**config.mk**
```make
export PLATFORM = sky130hd
export DESIGN_NAME = input_conditioner
export DESIGN_NICKNAME = d
export VERILOG_FILES = /design/src/rtl/input_pkg.sv /design/src/rtl/input_channel.sv /design/src/rtl/input_conditioner.sv
export SDC_FILE = /design/constraint.sdc
export NUM_CORES = 1
export LEC_CHECK = 0
export BUFFER_PORTS_ARGS = -buffer_cell sky130_fd_sc_hd__buf_2
export CORE_MARGIN = 1
export CORE_UTILIZATION = 54
export DETAILED_ROUTE_END_ITERATION = 8
export PLACE_DENSITY = 0.76
export SLEW_MARGIN = 40
export SYNTH_ARGS = -nofsm -noshare
export SYNTH_HDL_FRONTEND = slang
export SYNTH_SLANG_ARGS = --single-unit
```
**constraint.sdc**
```tcl
create_clock -name clk -period 3.2 [get_ports clk]
set_input_delay 0.16 -clock clk [delete_from_list [all_inputs] [get_ports clk]]
set_output_delay 0.16 -clock clk [all_outputs]
set_load 0.005 [all_outputs]
```
**src/rtl/input_pkg.sv**
```systemverilog
// Shared constants and helpers for the multi-channel input conditioner.
package input_pkg;

  localparam int SYNC_STAGES_MIN         = 2;
  localparam int SYNC_STAGES_MAX         = 4;
  localparam int DEBOUNCE_CYCLES_DEFAULT = 4;

  // Debounce counter width; bypass (0 cycles) still needs a 1-bit vector.
  function automatic int cnt_width(input int cycles);
    int w;
    w = $clog2(cycles + 1);
    return (w < 1) ? 1 : w;
  endfunction

endpackage

```
**src/rtl/input_channel.sv**
```systemverilog
// One conditioner channel: N-flop synchroniser, counter debouncer and
// registered rise/fall pulses aligned with the level update.
module input_channel
  import input_pkg::*;
#(
  parameter int SYNC_STAGES     = 2,
  parameter int DEBOUNCE_CYCLES = DEBOUNCE_CYCLES_DEFAULT
) (
  input  logic clk,
  input  logic rst,
  input  logic sample_en,
  input  logic raw_in,
  output logic level_out,
  output logic rise_out,
  output logic fall_out
);

  localparam int CW = cnt_width(DEBOUNCE_CYCLES);
  localparam logic [CW-1:0] CNT_LAST = CW'((DEBOUNCE_CYCLES > 0) ? DEBOUNCE_CYCLES - 1 : 0);

  logic [SYNC_STAGES-1:0] sync_r;
  logic [CW-1:0]          cnt_r;
  logic [CW-1:0]          cnt_nxt_s;
  logic                   level_r;
  logic                   level_nxt_s;
  logic                   rise_r;
  logic                   fall_r;
  logic                   sync_s;

  assign sync_s = sync_r[SYNC_STAGES-1];

  // Synchroniser shift chain, free-running regardless of sample_en
  always_ff @(posedge clk) begin
    if (rst) begin
      sync_r <= '0;
    end else begin
      sync_r <= {sync_r[SYNC_STAGES-2:0], raw_in};
    end
  end

  // Debounce next-state: any match with the current level discards the count
  always_comb begin
    cnt_nxt_s   = cnt_r;
    level_nxt_s = level_r;
    if (DEBOUNCE_CYCLES == 0) begin
      cnt_nxt_s   = '0;
      level_nxt_s = sync_s;
    end else if (sync_s == level_r) begin
      cnt_nxt_s = '0;
    end else if (sample_en) begin
      if (cnt_r == CNT_LAST) begin
        cnt_nxt_s   = '0;
        level_nxt_s = ~level_r;
      end else begin
        cnt_nxt_s = cnt_r + CW'(1);
      end
    end else begin
      cnt_nxt_s = cnt_r;
    end
  end

  // Level, counter and edge-pulse registers
  always_ff @(posedge clk) begin
    if (rst) begin
      cnt_r   <= '0;
      level_r <= 1'b0;
      rise_r  <= 1'b0;
      fall_r  <= 1'b0;
    end else begin
      cnt_r   <= cnt_nxt_s;
      level_r <= level_nxt_s;
      rise_r  <= level_nxt_s & ~level_r;
      fall_r  <= ~level_nxt_s & level_r;
    end
  end

  assign level_out = level_r;
  assign rise_out  = rise_r;
  assign fall_out  = fall_r;

endmodule

```
**src/rtl/input_conditioner.sv**
```systemverilog
// Multi-channel input conditioner: WIDTH independent copies of input_channel
// between asynchronous board pins and the game-control logic.
module input_conditioner
  import input_pkg::*;
#(
  parameter int WIDTH           = 4,
  parameter int SYNC_STAGES     = 2,
  parameter int DEBOUNCE_CYCLES = DEBOUNCE_CYCLES_DEFAULT
) (
  input  logic             clk,
  input  logic             rst,
  input  logic             sample_en,
  input  logic [WIDTH-1:0] raw_in,
  output logic [WIDTH-1:0] level_out,
  output logic [WIDTH-1:0] rise_out,
  output logic [WIDTH-1:0] fall_out
);

  if ((SYNC_STAGES < SYNC_STAGES_MIN) || (SYNC_STAGES > SYNC_STAGES_MAX)) begin : g_bad_sync
    $fatal(1, "input_conditioner: SYNC_STAGES=%0d outside %0d..%0d",
           SYNC_STAGES, SYNC_STAGES_MIN, SYNC_STAGES_MAX);
  end

  for (genvar i = 0; i < WIDTH; i++) begin : g_ch
    input_channel #(
      .SYNC_STAGES     (SYNC_STAGES),
      .DEBOUNCE_CYCLES (DEBOUNCE_CYCLES)
    ) u_ch (
      .clk       (clk),
      .rst       (rst),
      .sample_en (sample_en),
      .raw_in    (raw_in[i]),
      .level_out (level_out[i]),
      .rise_out  (rise_out[i]),
      .fall_out  (fall_out[i])
    );
  end

endmodule

```
==> out/metrics.cfg <==
[placement]
dp_hpwl_mm=1.23
io_buffer_count=18
dp.cells=158
gp_congestion=0.669

[sta]
hold_viol_final=0
whs_ps=34.9
skew_ps=5.18
rsz0062_at_grt=no
max_freq_mhz=885
tightest_slew_ps=403
finalSetupViolations=0
finalSetupTns_ps=0
fin_crit_sh=0.353
min_period_ps=1130
slew_headroom=0.731
slew_viol_final=0

[clock_tree]
cts_tree=yes
cts.sinks=32
htreeDepth=2
cts_hold_buffers=0
ctsRootBufferMaster=clkbuf_4
cts_buffers=5
cts_setup_buffers=0
clk-insertion-delay-late_ps=330
cts.repair.resized=0
path_clk_slew_ps=90
clock_path_buffers=2

[drt]
drt-initial-drc-count=7
drtPass1Iterations=4
routedWlPerCell_um=10.4
drc=0
routed_wl_mm=1.73
ant_nets=0
vias=837
vias_per_cell=5.04

[global_routing]
antenna_found_initial=0
grt_overflow=0
grt_usage=0.161
grt_max_degree=25
grt_pass1_wl_mm=2.99
grt_pass1_vias=739

[synth]
syn-num-nets=139
synth_area_leaders=dfxtp_1 (49%), buf_4 (6.8%), nor2b_1 (6.2%)
synth_seq_cells=32
yosysTopAreaCell=dfxtp_1
ys_types=24
ys_seq_area_frac=0.487
synth_top_cell_area_share=0.487
ys_warn_count=0
avgSynthCellArea_um2=10.3
synthCells=128
syn_area_um2=1320

[critical_path]
crit_fanout=3
rrSetupSlack_ps=2070
startpoint_type=flop
required_ps=3410
reg2reg_depth=4
cp.arrival_ps=1340
critical_path_class=flop to flop
cp-end-kind=flop

[power]
p_total_uw=668
leakage_nw=0.592
peakVddDrop_uv=307
p_per_area_nw_per_um2=488

[floorplanning]
fp.coreArea_um2=2250
die_h_um=51.4
rows=17
fp.dieArea_um2=2640
io_pins=19
die_w_um=51.4
initial_core_util=0.584

[hold_path]
whs_path_depth=2
hold_path_class=input port to flop

[final_layout]
syn_to_final_growth_pct=3.99
antennaDiodeCount=0
fin_nets=148
drive_above_1_share=0.225
finish.utilization=0.607
instances_no_fill=166

[run_status]
status=finished clean

[job]
drv_cap=0

[per-stage QoR]
stage	setup WS (ps)	cell area, um2
finish	2070	1370
global route	1990	1370
CTS	2060	1370
detailed placement	2080	1310
global placement	2130	1310
floorplan	2170	1320
[per-layer routing]
layer | wire, um | vias up | GRT usage
li1 | - | 429 | -
met1 | 784 | 382 | 0.180
met2 | 803 | 19 | 0.245
met3 | 80 | 7 | 0.0536
met4 | 63 | 0 | 0.135
met5 | 0 | - | 0
[cells in the final DEF, fill, tap and decap left out]
| master | instances |
|---|---|
| a211o_1 | 1 |
| a211oi_2 | 3 |
| a21boi_1 | 1 |
| a21o_1 | 3 |
| a21oi_1 | 4 |
| a21oi_2 | 1 |
| and3_1 | 1 |
| buf_2 | 18 |
| clkbuf_1 | 2 |
| clkbuf_4 | 5 |
| clkbuf_8 | 1 |
| dfxtp_1 | 32 |
| ha_1 | 4 |
| inv_1 | 3 |
| inv_2 | 1 |
| mux2i_1 | 7 |
| nand2_1 | 3 |
| nand2b_1 | 11 |
| nand3_1 | 1 |
| nand3b_1 | 4 |
| nor2_1 | 9 |
| nor2b_1 | 13 |
| nor2b_4 | 2 |
| nor3_1 | 8 |
[kinds of logic (layout without fill, tap and decap cells)]
logic type | Yosys count | after routing | share of synthesized area
muxes | 7 | 7 | 0.0532
DFF | 32 | 32 | 0.487
adders and majority gates | 4 | 4 | 0.0380
AOI/OAI and AO/OA | 13 | 13 | 0.0799
and+or+nand+nor | 52 | 52 | 0.231
buffers and inverters | 20 | 30 | 0.111
[cell usage after synthesis (all sizes together)]
library cell,number
a211o,1
a211oi,3
a21boi,1
a21o,3
a21oi,5
and3,1
buf,16
dfxtp,32
ha,4
inv,4
mux2i,7
nand2,3
nand2b,11
nand3,1
nand3b,4
nor2,9
nor2b,15
nor3,8
[registers in the layout, indices dropped and copies added, names as in the netlist]
signal,count
g_ch.u_ch.cnt_r,12
g_ch.u_ch.sync_r,8
g_ch.u_ch.fall_out,4
g_ch.u_ch.level_out,4
g_ch.u_ch.rise_out,4
[path summary, 6_finish.rpt]
kind,endpoint,from
min reg2reg,g_ch[3].u_ch.sync_r[1],g_ch[3].u_ch.sync_r[0]
max reg2reg,g_ch[3].u_ch.level_out,g_ch[3].u_ch.cnt_r[0]
min,g_ch[0].u_ch.sync_r[0],raw_in[0]
max,g_ch[3].u_ch.level_out,g_ch[3].u_ch.cnt_r[0]
[cell type report]
| cell class | count | area [um2] |
|---|---|---|
| inverter | 4 | 15.0 |
| sequential | 32 | 641 |
| clock buffer | 8 | 58.8 |
| timing repair buffer | 18 | 90.1 |
| multi-input combinational | 76 | 529 |
| tap | 28 | 35.0 |
| fill | 207 | 886 |
[power breakdown]
group          internal, mW  switching [mW]  total, mW
clock                 0.108           0.127      0.235
combinational        0.0127          0.0144     0.0271
sequential            0.403         0.00268      0.406
total                 0.524           0.144      0.668
[critical path: stages, from the launching register on]
cell and delay, ps:
dfxtp_1 400, ha_1 230, nand3b_1 140, mux2i_1 180, nor2_1 50
Note: power is estimated with default switching activity, not from simulation.
